`src/rtl/map_mem_pkg.sv`:
```
// map_mem_pkg: shared types for the mapper-to-memory request arbiter.
package map_mem_pkg;
  localparam int SLOT_ADDR_BITS = 32;
  typedef enum logic {SRC_CPU, SRC_PPU} src_t;
  typedef enum logic {IDLE, BUSY} state_t;
  typedef struct packed {
    logic [SLOT_ADDR_BITS-1:0] addr;
    logic                      we;
    logic [7:0]                wdata;
    logic                      valid;
  } slot_t;
endpackage

```
`src/rtl/map_mem_arbiter_slot.sv`:
```
// map_req_slot: per-side access edge detect feeding a single latest-wins request slot.
module map_req_slot import map_mem_pkg::*; #(
  parameter int ADDR_BITS = 20
) (
  input  logic                 clk,
  input  logic                 rst_n,
  input  logic [ADDR_BITS-1:0] addr_i,
  input  logic                 active_i,
  input  logic                 we_i,
  input  logic [7:0]           wdata_i,
  input  logic                 clr_i,
  output slot_t                slot_o,
  output logic                 overrun_o
);
  logic                 act_q, we_q, ovr_q;
  logic [ADDR_BITS-1:0] addr_q;
  slot_t                slot_q;
  logic                 new_req;
  assign new_req   = active_i && (!act_q || addr_i != addr_q || we_i != we_q);
  assign slot_o    = slot_q;
  assign overrun_o = ovr_q;
  always_ff @(posedge clk or negedge rst_n) begin
    if (!rst_n) begin
      act_q  <= 1'b0;
      we_q   <= 1'b0;
      addr_q <= '0;
      slot_q <= '0;
      ovr_q  <= 1'b0;
    end else begin
      act_q  <= active_i;
      we_q   <= we_i;
      addr_q <= addr_i;
      // a capture on the grant edge wins over the clear; the granted entry is not lost
      if (new_req) begin
        slot_q <= '{addr: SLOT_ADDR_BITS'(addr_i), we: we_i, wdata: wdata_i, valid: 1'b1};
        if (slot_q.valid && slot_q.we && !clr_i) ovr_q <= 1'b1;
      end else if (clr_i) begin
        slot_q.valid <= 1'b0;
      end
    end
  end
endmodule

```
`src/rtl/map_mem_arbiter.sv`:
```
// map_mem_arbiter: serialises mapper PRG (CPU) and CHR (PPU) accesses onto one
// single-port memory controller, one request in flight, PPU first.
module map_mem_arbiter import map_mem_pkg::*; #(
  parameter int                       ADDR_BITS     = 20,
  parameter int                       MEM_ADDR_BITS = 22,
  parameter logic [MEM_ADDR_BITS-1:0] CHR_BASE      = 22'h200000
) (
  input  logic                     clk,
  input  logic                     rst_n,
  input  logic [ADDR_BITS-1:0]     prg_addr,
  input  logic                     prg_oe,
  input  logic                     prg_we,
  input  logic [7:0]               cpu_wdata,
  output logic [7:0]               prg_rdata,
  input  logic [ADDR_BITS-1:0]     chr_addr,
  input  logic                     chr_ce,
  input  logic                     chr_oe,
  input  logic                     chr_we,
  input  logic [7:0]               ppu_wdata,
  output logic [7:0]               chr_rdata,
  output logic                     mem_req,
  output logic                     mem_we,
  output logic [MEM_ADDR_BITS-1:0] mem_addr,
  output logic [7:0]               mem_wdata,
  input  logic                     mem_ack,
  input  logic [7:0]               mem_rdata,
  output logic                     overrun
);
  slot_t                    cpu_slot, ppu_slot;
  logic                     cpu_ovr, ppu_ovr, grant_cpu, grant_ppu;
  logic [MEM_ADDR_BITS-1:0] prg_mem_addr, chr_mem_addr;
  state_t                   state_q;
  src_t                     src_q;
  logic                     req_q, we_q;
  logic [MEM_ADDR_BITS-1:0] addr_q;
  logic [7:0]               wdata_q, prg_rdata_q, chr_rdata_q;
  map_req_slot #(.ADDR_BITS(ADDR_BITS)) u_cpu_slot (
    .clk(clk), .rst_n(rst_n), .addr_i(prg_addr), .active_i(prg_oe | prg_we), .we_i(prg_we),
    .wdata_i(cpu_wdata), .clr_i(grant_cpu), .slot_o(cpu_slot), .overrun_o(cpu_ovr)
  );
  map_req_slot #(.ADDR_BITS(ADDR_BITS)) u_ppu_slot (
    .clk(clk), .rst_n(rst_n), .addr_i(chr_addr), .active_i(chr_ce & (chr_oe | chr_we)),
    .we_i(chr_ce & chr_we), .wdata_i(ppu_wdata), .clr_i(grant_ppu), .slot_o(ppu_slot),
    .overrun_o(ppu_ovr)
  );
  assign grant_ppu    = state_q == IDLE && ppu_slot.valid;
  assign grant_cpu    = state_q == IDLE && !ppu_slot.valid && cpu_slot.valid;
  assign prg_mem_addr = MEM_ADDR_BITS'(cpu_slot.addr);
  assign chr_mem_addr = MEM_ADDR_BITS'(SLOT_ADDR_BITS'(CHR_BASE) + cpu_slot.addr * 0 + ppu_slot.addr);
  assign mem_req      = req_q;
  assign mem_we       = we_q;
  assign mem_addr     = addr_q;
  assign mem_wdata    = wdata_q;
  assign prg_rdata    = prg_rdata_q;
  assign chr_rdata    = chr_rdata_q;
  assign overrun      = cpu_ovr | ppu_ovr;
  always_ff @(posedge clk or negedge rst_n) begin
    if (!rst_n) begin
      state_q     <= IDLE;
      src_q       <= SRC_CPU;
      req_q       <= 1'b0;
      we_q        <= 1'b0;
      addr_q      <= '0;
      wdata_q     <= '0;
      prg_rdata_q <= 8'hFF;
      chr_rdata_q <= 8'hFF;
    end else if (grant_ppu || grant_cpu) begin
      state_q <= BUSY;
      req_q   <= 1'b1;
      src_q   <= grant_ppu ? SRC_PPU : SRC_CPU;
      we_q    <= grant_ppu ? ppu_slot.we : cpu_slot.we;
      addr_q  <= grant_ppu ? chr_mem_addr : prg_mem_addr;
      wdata_q <= grant_ppu ? ppu_slot.wdata : cpu_slot.wdata;
    end else if (state_q == BUSY && mem_ack) begin
      // ack edge always returns to IDLE, so consecutive grants are at least one cycle apart
      state_q <= IDLE;
      req_q   <= 1'b0;
      if (!we_q && src_q == SRC_PPU) chr_rdata_q <= mem_rdata;
      if (!we_q && src_q == SRC_CPU) prg_rdata_q <= mem_rdata;
    end
  end
endmodule

```
`config.mk`:
```
export PLATFORM = sky130hd
export DESIGN_NAME = map_mem_arbiter
export DESIGN_NICKNAME = d
export VERILOG_FILES = /design/src/rtl/map_mem_pkg.sv /design/src/rtl/map_mem_arbiter_slot.sv /design/src/rtl/map_mem_arbiter.sv
export SDC_FILE = /design/constraint.sdc
export NUM_CORES = 1
export LEC_CHECK = 0
export BUFFER_PORTS_ARGS = -buffer_cell sky130_fd_sc_hd__buf_2
export CORE_ASPECT_RATIO = 0.5
export CORE_MARGIN = 1
export CORE_UTILIZATION = 49
export DETAILED_ROUTE_END_ITERATION = 7
export PLACE_DENSITY_LB_ADDON = 0.2
export SKIP_LAST_GASP = 1
export SLEW_MARGIN = 20
export SYNTH_ARGS = -nofsm -noshare
export SYNTH_HDL_FRONTEND = slang
export SYNTH_SLANG_ARGS = --single-unit
```
`constraint.sdc`:
```
create_clock -name clk -period 2.12 [get_ports clk]
set_input_delay 0.106 -clock clk [delete_from_list [all_inputs] [get_ports clk]]
set_output_delay 0.106 -clock clk [all_outputs]
set_load 0.02 [all_outputs]
```
After elaboration in Yosys (flattened, before gate mapping). Index checks and enable logic that the tools add are counted.

Logic and storage cells: 76. Input port bits: 72. Register bits: 155. Output and inout bits: 49.

Bitwise gates (word level): 8. Eq/ne operators: 4. $add $sub $neg: 1. Mux-type cells: 10. Reduce and logical (&&, ||, !) cells: 30.

Operators by type and width (number): != test 20 bit (2); adder 22 x 20 -> 22 bit, first input constant (1); 2-to-1 mux 22 bit (1); logical AND 1 bit (12); 2-to-1 mux 1 bit (8); 2-to-1 mux 8 bit (1); zero test 1 bit (6); AND reduction 3 bit (2); nonzero test 2 bit (3); logical OR 1 bit (5); AND reduction 2 bit (2); inverter 1 bit (3); OR 1 bit (3); AND 1 bit (2); != test 1 bit (2).

Longest topological paths before layout. Gate-level depths: netlist (run 1).

Word-level depth: 6. Gate-level depth with buffers: 7. Gate-level depth less buffers: 5.

Hierarchy. Synthesis (run 1) repeated with hierarchy kept, for this count alone.

Cells, all modules: 461. Area, all modules: 6668.9 um2.

By module, submodules not included: map_req_slot (seq. area each 1326.3 um2, times used 2, cells each 134, area each 2168.3 um2); map_mem_arbiter (seq. area each 1246.2 um2, times used 1, cells each 193, area each 2332.2 um2).

Worst setup path before layout (run 1). Ideal clock, no wire load.

Path kind: register -> register. Start: register u_ppu_slot.addr_q[11]. End: register u_ppu_slot.slot_q (netlist bit u_ppu_slot.slot_o[10]). Path buffers: 1. Path slack: -0.064 ns. Library setup time: 0.125 ns. Clock period less this slack: 2.184 ns. Arrival time: 2.059 ns. Required time: 1.995 ns. Stages on the path, launching flop included: 7. Path through: dfrtp_1 > xor2_1 > a2111o_1 > or4_4 > o21a_4 > buf_6 > mux2_4.

Cells in the longest elaborated chain, start to end: 4.

RTL lines: start: declaration (RTL line map_mem_arbiter_slot.sv:16) `logic [ADDR_BITS-1:0] addr_q;`; start signal: assignment (RTL line map_mem_arbiter_slot.sv:32) `addr_q <= addr_i;`; != test 20 bit (RTL line map_mem_arbiter_slot.sv:19) `assign new_req = active_i && (!act_q || addr_i != addr_q || we_i != we_q);`; logical OR 1 bit (2 in series) (RTL line map_mem_arbiter_slot.sv:19); logical AND 1 bit (RTL line map_mem_arbiter_slot.sv:19); end signal: assignment (RTL line map_mem_arbiter_slot.sv:35) `slot_q <= '{addr: SLOT_ADDR_BITS'(addr_i), we: we_i, wdata: wdata_i, valid: 1'b1};`; end: declaration (RTL line map_mem_arbiter_slot.sv:17) `slot_t slot_q;`.

Every way passes these cells. A chain may end at the register's enable or synchronous reset.

Worst setup path in the final report (run 1).
Start: register u_ppu_slot.addr_q[7]. End: register u_ppu_slot.slot_q (netlist bit u_ppu_slot.slot_o[27]).

The elaborated chain is that of the path after synthesis.

==> metrics.txt, run 1 <==
Clock Latency Late Sink 0.41 ns; post-CTS setup buffers 0; Critical Path RT 2.40 ns; Max Cap Viol 0; Compound-Gate Fraction of Synth Area 4.29%; number of DRC markers in iteration 0 157; Adder-Cell Fraction of Synth Area 0%; Synth cell types 37; failing checks negative setup slack; Layout Nets 695; first-pass GRT wire length 22.0 mm; post-synthesis register bit count 153; minimum clock period 2.24 ns; initial antenna violation count 0; Max Root-Sink Buffers 2; CTS tree yes; reg-to-reg slack, setup -0.12 ns; ant diodes 0; LEAKAGE 3.78 nW; routing usage on met3 5.89%; Critical Path AT 2.52 ns; drt pass-1 iters 4; M2 GR Usage 37.9%; vias in the first global route 4144; Worst Setup EP u_ppu_slot.slot_o[27]; TNS Setup -2.71 ns; clk root buf clkbuf_16; CTS H-tree depth 4; max_slew headroom 57.1%; Fmax 447 MHz; share of layout cells above drive strength 1 40.3%; Cells on Worst Hold Path 2; skew final 0.0105 ns; Pwr Density 1030 nW/µm²; net switching power 2.20 mW; die width 159 µm; reg2reg path depth 6; Avg Vias per Cell 4.84; r2r endpoint u_ppu_slot.slot_o[27]; RSZ-0062 raised after global routing true; # rows 28; Gate Count Post-Synth 419; largest net degree at the start of global routing 50; Most Used Layer, Global Route met2; DR WL/cell 16.6 µm; status finished with violations; critical path launch point type flip-flop; drc violations 0; max-slew violation count 0; Setup CP Type reg -> reg; setup ws final -0.116 ns; area of the mapped netlist 6060 µm²; Layout area overhead 37.3%; Final setup viols 28; register area share after synthesis 63.5%; Num CTS Buffers 17; CTS Sinks 153; Die Ht 80.6 µm; Post-Route WL 13.3 mm; Layout fillers 831; Final period util 105%; combinational family with the most area after synthesis multiplexers; Synth Area per Inst 14.5 µm²; Worst Path Max Fanout 15; Port-buffer cells 119; grt total ovfl 0; dpl hpwl 8.57 mm; Layout Cells excl Fill 801; XOR/XNOR Fraction of Synth Area 5.92%; synth warn 0; die area 12800 µm²; RR Startpoint u_ppu_slot.addr_q[7]; Slew @ Worst Pin 0.642 ns; combinational share of power 18.4%; Via Count 3875; Sw Ratio 25.7%; RePlAce Congestion 0.729; clock power share 38.7%; Worst-path clk slew 0.06 ns; sequential share of power 42.9%; Post-Syn Nets 491; Total GRT Usage 23.3%; worst vdd ir 0.603 mV; met1 GRT Util 31.2%; worst min-delay path class in -> reg; P_int 6.37 mW; Antenna Nets Post-Route 0; placed cells 699; Final Hold Fails 0; Post-Synth Simple-Gate Area 4.44%; post-synthesis mux area share 19.9%; Initial Util 50.7%; core region area 11900 µm²; IO Count 121; Crit. Startpoint u_ppu_slot.addr_q[7]; Crit. End Element flip-flop
placed cells by master (no fill, tap or decap), types with 2 or more instances in the layout:
cell | Yosys | final
o21ai_0 | 30 | 30
buf_12 | 0 | 5
mux2i_1 | 29 | 29
buf_4 | 2 | 9
a21oi_4 | 0 | 2
clkbuf_8 | 0 | 3
nand2b_1 | 2 | 2
dlygate4sd3_1 | 0 | 69
nor4_1 | 3 | 3
nand2_1 | 35 | 35
dfstp_2 | 16 | 16
inv_1 | 4 | 4
nor2_1 | 4 | 4
xor2_1 | 11 | 11
mux2_2 | 44 | 44
clkbuf_1 | 8 | 4
mux2_4 | 28 | 28
clkbuf_16 | 0 | 17
buf_2 | 1 | 118
nand4_1 | 7 | 7
clkinv_2 | 0 | 2
a21o_1 | 3 | 3
dfrtp_1 | 137 | 137
bufinv_16 | 0 | 5
xnor2_1 | 30 | 30
final cells by class:
cell class / count / area, µm² / area share [%]
clock buffers: 24 / 482 / 5.79
clock inverters: 8 / 168 / 2.01
inverters: 4 / 15.0 / 0.180
multi-input cells: 245 / 2140 / 25.8
flip-flops and latches: 153 / 3850 / 46.2
well taps: 165 / 206 / 2.48
repair buffers: 202 / 1460 / 17.5
registers in the layout, indices dropped and copies added, names as in the netlist:
register              count
u_ppu_slot.we_q           1
mem_addr                 21
u_ppu_slot.slot_o        30
u_ppu_slot.act_q          1
u_ppu_slot.addr_q        20
u_ppu_slot.overrun_o      1
u_cpu_slot.act_q          1
u_cpu_slot.we_q           1
mem_wdata                 8
u_cpu_slot.overrun_o      1
mem_we                    1
u_cpu_slot.addr_q        20
prg_rdata                 8
u_cpu_slot.slot_o        30
mem_req                   1
chr_rdata                 8
cell families after synthesis:
family | count (synthesis)
flip-flops | 153
multiplexers | 101
AND/OR/NAND/NOR | 58
AO/OA/AOI/OAI | 43
XOR/XNOR | 41
buffers and inverters | 22
other | 1
cell usage after synthesis, drive strengths merged:
cell type | count | share of area, %
mux2 | 72 | 15
inv | 4 | 0.25
a21oi | 1 | 0.082
clkbuf | 8 | 0.50
nand4 | 7 | 0.72
mux2i | 29 | 4.8
nor2b | 1 | 0.10
xor2 | 11 | 1.6
o31a | 1 | 0.14
a2111o | 1 | 0.19
conb | 1 | 0.062
o21bai | 2 | 0.25
o2111ai | 1 | 0.14
nand2 | 35 | 2.2
and3 | 1 | 0.10
nand2b | 2 | 0.21
dfstp | 16 | 6.9
o21a | 2 | 0.37
or4 | 1 | 0.19
buf | 10 | 1.1
nor2 | 4 | 0.25
xnor2 | 30 | 4.3
a221o | 1 | 0.17
nor3b | 1 | 0.12
o22ai | 1 | 0.10
a21o | 3 | 0.37
nor3 | 1 | 0.082
or2 | 1 | 0.10
dfrtp | 137 | 57
o21ai | 30 | 2.5
nor4 | 3 | 0.31
nand3 | 1 | 0.082
worst min-delay path by stage:
stage               startpoint                   end  slack (ns)
finish                  chr_oe      u_ppu_slot.act_q        0.01
global route            chr_oe      u_ppu_slot.act_q        0.01
CTS                     chr_oe      u_ppu_slot.act_q       0.004
detailed placement       rst_n          mem_addr[21]        0.08
global placement         rst_n  u_cpu_slot.slot_o[3]        0.08
floorplan                rst_n           mem_addr[0]       -0.19
worst max-delay path: stages, from the launching register on:
cell	delay, ns
dfrtp_1	0.37
xor2_1	0.16
a2111o_1	0.38
or4_4	0.49
o21a_4	0.24
buf_12	0.16
mux2_4	0.31
what timing repair did:
action,in CTS,in global routing
gates resized for setup,1,0
hold buffers,69,0
hold endpoints to repair,158,0
cloned,1,0
endpoints found under the setup margin,56,29
pin swaps,2,0
through the flow:
step / utilization, % / setup WS [ns] / total power [mW] / hold slack, ns / instance area (µm²)
4_1_cts: 69.7 / -0.120 / 8.65 / 0.00395 / 8320
6_report: 69.7 / -0.116 / 8.57 / 0.0144 / 8320
3_3_place_gp: 58.3 / -0.104 / 5.17 / 0.0777 / 6970
2_1_floorplan: - / -0.0199 / 4.62 / -0.190 / 6070
3_5_place_dp: 58.3 / -0.124 / 5.21 / 0.0819 / 6970
5_1_grt: 69.7 / -0.168 / 8.95 / 0.00966 / 8320
routing by layer:
layer,vias to the layer above,share of wire [%]
li1,1860,-
met1,1906,49
met2,101,46
met3,8,4.4
met4,0,0.65
met5,-,0
power groups by stage:
stage,sequential (mW),combinational (mW),clock (mW)
after floorplan,4.01,0.608,0
final,3.67,1.58,3.32
after CTS,3.68,1.59,3.37
after detailed placement,3.72,1.49,0
after global placement,3.71,1.46,0
after global routing,3.73,1.71,3.51
Power figures use the tool's default switching activity.
==> run 2, diff against run 1 <==
--- a/config.mk
+++ b/config.mk
@@ -10,6 +10,7 @@
 export CORE_MARGIN = 1
 export CORE_UTILIZATION = 49
 export DETAILED_ROUTE_END_ITERATION = 7
+export HOLD_SLACK_MARGIN = 0.02
 export PLACE_DENSITY_LB_ADDON = 0.2
 export SKIP_LAST_GASP = 1
 export SLEW_MARGIN = 20
==> run 2 against run 1 <==
The flow still finishes with violations (negative setup slack). Count of clock-buffer cells in the layout is the same. Critical path depth stayed put. First-iteration DRC count fell by 13%.
==> metrics.txt, run 2 (synthesized netlist as in run 1, its figures left out) <==
status finished with violations (unchanged); failing checks negative setup slack (unchanged); Layout Cells excl Fill 802 (was 801); worst vdd ir 0.605 mV (was 0.603 mV); RePlAce Congestion 0.729 (unchanged); Die Ht 80.6 µm (unchanged); Antenna Nets Post-Route 0 (unchanged); post-CTS setup buffers 0 (unchanged); Port-buffer cells 119 (unchanged); share of layout cells above drive strength 1 40.2% (was 40.3%); Worst Path Max Fanout 15 (unchanged); worst min-delay path class in -> reg (unchanged); Crit. End Element flip-flop (unchanged); most frequent cells in the layout 137 x dfrtp_1, 118 x buf_2, 70 x dlygate4sd3_1 (was 137 x dfrtp_1, 118 x buf_2, 69 x dlygate4sd3_1); grt total ovfl 0 (unchanged); initial antenna violation count 0 (unchanged); Fmax 447 MHz (about the same); ant diodes 0 (unchanged); clk root buf clkbuf_16 (unchanged); vias in the first global route 4156 (was 4144); CTS Sinks 153 (unchanged); drc violations 0 (unchanged); CTS tree yes (unchanged); LEAKAGE 3.78 nW (about the same); max_slew headroom 58.2% (was 57.1%); Layout Nets 696 (was 695); placed cells 699 (unchanged); Post-Route WL 13.3 mm (about the same); die area 12800 µm² (unchanged); Pwr Density 1030 nW/µm² (about the same); number of DRC markers in iteration 0 137 (was 157); drt pass-1 iters 4 (unchanged); Via Count 3893 (was 3875); Critical Path RT 2.41 ns (was 2.40 ns); Final setup viols 28 (unchanged); Critical Path AT 2.52 ns (about the same); # rows 28 (unchanged); Worst-path clk slew 0.06 ns (about the same); setup ws final -0.116 ns (about the same); sequential share of power 42.9% (about the same); RSZ-0062 raised after global routing true (unchanged); Total Power 8.57 mW (about the same); skew final 0.0110 ns (was 0.0105 ns); CTS H-tree depth 4 (unchanged); minimum clock period 2.24 ns (about the same); Layout area overhead 37.5% (was 37.3%); reg-to-reg slack, setup -0.12 ns (about the same); Hold Path Origin chr_we (was chr_oe); Sw Ratio 25.7% (about the same); first-pass GRT wire length 22.1 mm (was 22.0 mm); Clock Latency Late Sink 0.41 ns (about the same); Max Cap Viol 0 (unchanged); largest net degree at the start of global routing 50 (unchanged); Final period util 105% (about the same); Total GRT Usage 23.3% (about the same); Num CTS Buffers 17 (unchanged); Final Hold Fails 0 (unchanged); die width 159 µm (unchanged); RR Startpoint u_ppu_slot.addr_q[7] (unchanged); Max Root-Sink Buffers 2 (unchanged); P_int 6.37 mW (about the same); critical path launch point type flip-flop (unchanged); dpl hpwl 8.57 mm (unchanged); DR WL/cell 16.6 µm (about the same); IO Count 121 (unchanged); Setup CP Type reg -> reg (unchanged); clock power share 38.7% (about the same); Avg Vias per Cell 4.85 (was 4.84); Fin Hold WS 0.0711 ns (was 0.0144 ns); Slew @ Worst Pin 0.625 ns (was 0.642 ns); core region area 11900 µm² (unchanged); max-slew violation count 0 (unchanged); most common cell after layout, fill and taps aside dfrtp_1 (unchanged); net switching power 2.20 mW (about the same); combinational share of power 18.4% (about the same); Crit. Startpoint u_ppu_slot.addr_q[7] (unchanged); Initial Util 50.7% (unchanged)
-- run 2: changes by cell type in the layout (fill, tap and decap cells not counted), sizes merged --
cell / delta
dlygate4sd3: +1
-- run 2: through the flow --
| stage | setup TNS [ns] | setup WS (ns) | instance area, µm² | util, % |
|---|---|---|---|---|
| 4_1_cts | -2.87 | -0.120 | 8330 | 69.8 |
| 5_1_grt | -4.31 | -0.168 | 8330 | 69.8 |
| 6_report | -2.73 | -0.116 | 8330 | 69.8 |
| 2_1_floorplan | -0.556 | -0.0199 | 6070 | - |
| 3_5_place_dp | -4.08 | -0.124 | 6970 | 58.3 |
| 3_3_place_gp | -3.32 | -0.104 | 6970 | 58.3 |
-- run 2: timing repair --
item / 4_1_cts / 5_1_grt
pin swaps: 2 / 0
endpoints found under the hold margin: 159 / 0
setup endpoints to repair: 56 / 29
gates cloned: 1 / 0
hold buffers: 70 / 0
gates resized for setup: 1 / 0
-- run 2: critical path, cell delays in order, from the launching register on --
cell and delay (ns):
dfrtp_1 0.37, xor2_1 0.16, a2111o_1 0.38, or4_4 0.49, o21a_4 0.24, buf_12 0.16
mux2_4 0.31
-- run 2: power groups by stage --
| stage | clock (mW) | sequential (mW) | combinational [mW] |
|---|---|---|---|
| 5_1_grt | 3.51 | 3.73 | 1.71 |
| 2_1_floorplan | 0 | 4.01 | 0.608 |
| 4_1_cts | 3.37 | 3.68 | 1.60 |
| 3_5_place_dp | 0 | 3.72 | 1.49 |
| 3_3_place_gp | 0 | 3.71 | 1.46 |
| 6_report | 3.32 | 3.67 | 1.58 |
-- run 2: final timing paths --
check                                        end  depth (start not counted)
min in group asynchronous   u_cpu_slot.slot_o[2]                          2
max                        u_ppu_slot.slot_o[27]                          6
max in group asynchronous           chr_rdata[6]                          3
min                              u_ppu_slot.we_q                          4
max reg2reg                u_ppu_slot.slot_o[27]                          6
min reg2reg                 u_cpu_slot.overrun_o                          1
-- run 2: final cells by class --
type | instances | area [µm²]
Inverter | 4 | 15.0
Sequential cell | 153 | 3850
Tap cell | 165 | 206
Clock inverter | 8 | 168
Clock buffer | 24 | 482
Fill cell | 830 | 3610
Multi-Input combinational cell | 245 | 2140
Timing Repair Buffer | 203 | 1470
-- run 2: per-layer routing --
layer	wire, µm	global-route usage [%]
met3	527	5.89
met4	88	6.73
met5	0	0
met1	6550	31.2
met2	6140	37.9
==> run 3, diff against run 2 <==
--- a/config.mk
+++ b/config.mk
@@ -8,7 +8,8 @@
 export BUFFER_PORTS_ARGS = -buffer_cell sky130_fd_sc_hd__buf_2
 export CORE_ASPECT_RATIO = 0.5
 export CORE_MARGIN = 1
-export CORE_UTILIZATION = 49
+export CORE_UTILIZATION = 51
+export CTS_BUF_LIST = sky130_fd_sc_hd__clkbuf_8
 export DETAILED_ROUTE_END_ITERATION = 7
 export HOLD_SLACK_MARGIN = 0.02
 export PLACE_DENSITY_LB_ADDON = 0.2
==> run 3 against run 2 <==
The flow still finishes with violations (negative setup slack). Global-route usage is 0.82 points higher. First-iteration DRC count increased by 27%. Maximum frequency grew 2.6%. Cell count shrank 1.1%. Wire length rose by 1.8%. Setup slack improved by 0.058 ns. Hold slack gained 0.0028 ns. Via count up 1.5%. Design area fell by 4.0%. Die area shrank 3.8%. Core utilization up 1.2 points.
==> metrics.txt, run 3 (synthesized netlist as in run 1, its figures left out) <==
status finished with violations (unchanged); failing checks negative setup slack (unchanged); worst min-delay path class in -> reg (unchanged); die area 12400 µm² (was 12800 µm²); LEAKAGE 3.63 nW (was 3.78 nW); Cells on Worst Hold Path 4 (unchanged); grt total ovfl 0 (unchanged); Post-Route WL 13.5 mm (was 13.3 mm); Layout Nets 694 (was 696); most common cell after layout, fill and taps aside dfrtp_1 (unchanged); max-slew violation count 0 (unchanged); Pwr Density 895 nW/µm² (was 1030 nW/µm²); first-pass GRT wire length 22.1 mm (about the same); clock power share 26.5% (was 38.7%); vias in the first global route 4083 (was 4156); Die Ht 79.1 µm (was 80.6 µm); largest net degree at the start of global routing 57 (was 50); Max Cap Viol 0 (unchanged); Worst Path Max Fanout 7 (was 15); reg-to-reg slack, setup -0.06 ns (was -0.12 ns); Via Count 3953 (was 3893); core region area 11300 µm² (was 11900 µm²); placed cells 690 (was 699); CP Cell Sequence xor2_1 > a2111o_1 > or4_4 > o21a_4 > mux2_4 (was xor2_1 > a2111o_1 > or4_4 > o21a_4 > buf_12 > mux2_4); CTS H-tree depth 4 (unchanged); TNS Setup -1.42 ns (was -2.73 ns); Area after DPL 6930 µm² (was 6970 µm²); net switching power 2.11 mW (was 2.20 mW); Slowest cell on crit path or4_4 (unchanged); Layout area overhead 32.0% (was 37.5%); setup ws final -0.0586 ns (was -0.116 ns); initial antenna violation count 0 (unchanged); die width 156 µm (was 159 µm); critical path launch point type flip-flop (unchanged); RSZ-0062 raised after global routing true (unchanged); CTS Sinks 153 (unchanged); Top delay family on crit path compound AO/OA/AOI/OAI gates (unchanged); IO Count 121 (unchanged); most frequent cells in the layout 137 x dfrtp_1, 118 x buf_2, 68 x dlygate4sd3_1 (was 137 x dfrtp_1, 118 x buf_2, 70 x dlygate4sd3_1); drc violations 0 (unchanged); Slew @ Worst Pin 0.671 ns (was 0.625 ns); worst vdd ir 0.582 mV (was 0.605 mV); WP buf/inv 0 (was 1); share of layout cells above drive strength 1 40.4% (was 40.2%); Crit. Startpoint u_ppu_slot.addr_q[7] (unchanged); RR Startpoint u_ppu_slot.addr_q[7] (unchanged); Final Hold Fails 0 (unchanged); Num CTS Buffers 17 (unchanged); Max Root-Sink Buffers 2 (unchanged); Initial Util 53.7% (was 50.7%); Critical Path RT 2.43 ns (was 2.41 ns); Worst-path clk slew 0.08 ns (was 0.06 ns); slowest stage delay, CP 0.55 ns (was 0.49 ns); Port-buffer cells 119 (unchanged); Final period util 103% (was 105%); Setup CP Type reg -> reg (unchanged); combinational share of power 22.2% (was 18.4%); DR WL/cell 17.1 µm (was 16.6 µm); max_slew headroom 55.2% (was 58.2%); Total GRT Usage 24.1% (was 23.3%); # rows 27 (was 28); Hold Path Origin chr_we (unchanged); Avg Vias per Cell 4.98 (was 4.85); Antenna Nets Post-Route 0 (unchanged); number of DRC markers in iteration 0 174 (was 137); dpl hpwl 8.76 mm (was 8.57 mm); Clock Latency Late Sink 0.43 ns (was 0.41 ns); Sw Ratio 29.5% (was 25.7%); ant diodes 0 (unchanged); clk root buf clkbuf_8 (was clkbuf_16); WP depth 5 (was 6); Final setup viols 28 (unchanged); Fmax 459 MHz (was 447 MHz); sequential share of power 51.3% (was 42.9%); skew final 0.0105 ns (was 0.0110 ns); WHS Endpoint u_ppu_slot.we_q (unchanged); RePlAce Congestion 0.768 (was 0.729); Layout Cells excl Fill 793 (was 802); CTS tree yes (unchanged); post-CTS setup buffers 0 (unchanged); r2r endpoint u_ppu_slot.slot_o[25] (was u_ppu_slot.slot_o[27]); Crit. End Element flip-flop (unchanged); minimum clock period 2.18 ns (was 2.24 ns); drt pass-1 iters 4 (unchanged); reg2reg path depth 5 (was 6); Critical Path AT 2.49 ns (was 2.52 ns); Final Cell Area 8000 µm² (was 8330 µm²); P_int 5.05 mW (was 6.37 mW)
## run 3: cell types whose count changed in the layout (fill, tap and decap cells not counted), moves of 3 or more
cell,previous run,this run
clkbuf_16,17,0
clkbuf_8,3,20
bufinv_16,5,0
clkbuf_1,4,0
clkinv_2,2,5
inv_1,4,7
o21a_4,1,4
## run 3: area by class of cell
type	count	area, µm²
clock buffer	20	275
fill	770	3280
sequential	153	3850
clock inverter	11	58.8
timing repair buffer	198	1420
tap	159	199
multi-input combinational	248	2190
inverter	4	15.0
## run 3: worst max-delay path by stage
stage	end	slack (ns)
global placement	u_ppu_slot.slot_o[23]	-0.13
floorplan	u_ppu_slot.slot_o[10]	-0.02
finish	u_ppu_slot.slot_o[25]	-0.06
CTS	u_ppu_slot.slot_o[20]	-0.05
detailed placement	u_ppu_slot.slot_o[20]	-0.19
global route	u_ppu_slot.slot_o[28]	-0.11
## run 3: tightest hold or removal path, delay by kind of cell
kind                   cells  cell delay [ns]
buffers and inverters      3             0.28
and+or+nand+nor            1             0.08
## run 3: per-layer routing
metal / track usage, % / up-vias / wire, µm
met5: 0 / - / 0
met4: 6.57 / 0 / 55
met2: 37.9 / 95 / 6260
met1: 34.4 / 1985 / 6620
li1: - / 1867 / -
met3: 4.91 / 6 / 606
## run 3: stage by stage
step                      setup slack, ns  hold slack [ns]  power [mW]  utilization, %
after floorplan                   -0.0199           -0.190        4.62               -
after global placement             -0.133           0.0994        5.15            61.2
after detailed placement           -0.188           0.0968        5.21            61.4
after CTS                         -0.0452           0.0440        7.21            70.9
after global routing               -0.109           0.0729        7.52            70.9
final                             -0.0586           0.0740        7.16            70.9
## run 3: what timing repair did
item / in CTS / in global routing
resized for setup: 4 / 0
endpoints found under the hold margin: 167 / 0
gates cloned: 4 / 0
pin swaps: 4 / 0
setup endpoints to repair: 57 / 28
hold buffers: 68 / 0
## run 3: power groups by stage
stage,Combinational (mW),Clock (mW),Sequential (mW)
6_report,1.59,1.90,3.68
5_1_grt,1.72,2.07,3.73
4_1_cts,1.59,1.95,3.67
3_5_place_dp,1.48,0,3.72
3_3_place_gp,1.44,0,3.71
2_1_floorplan,0.608,0,4.01
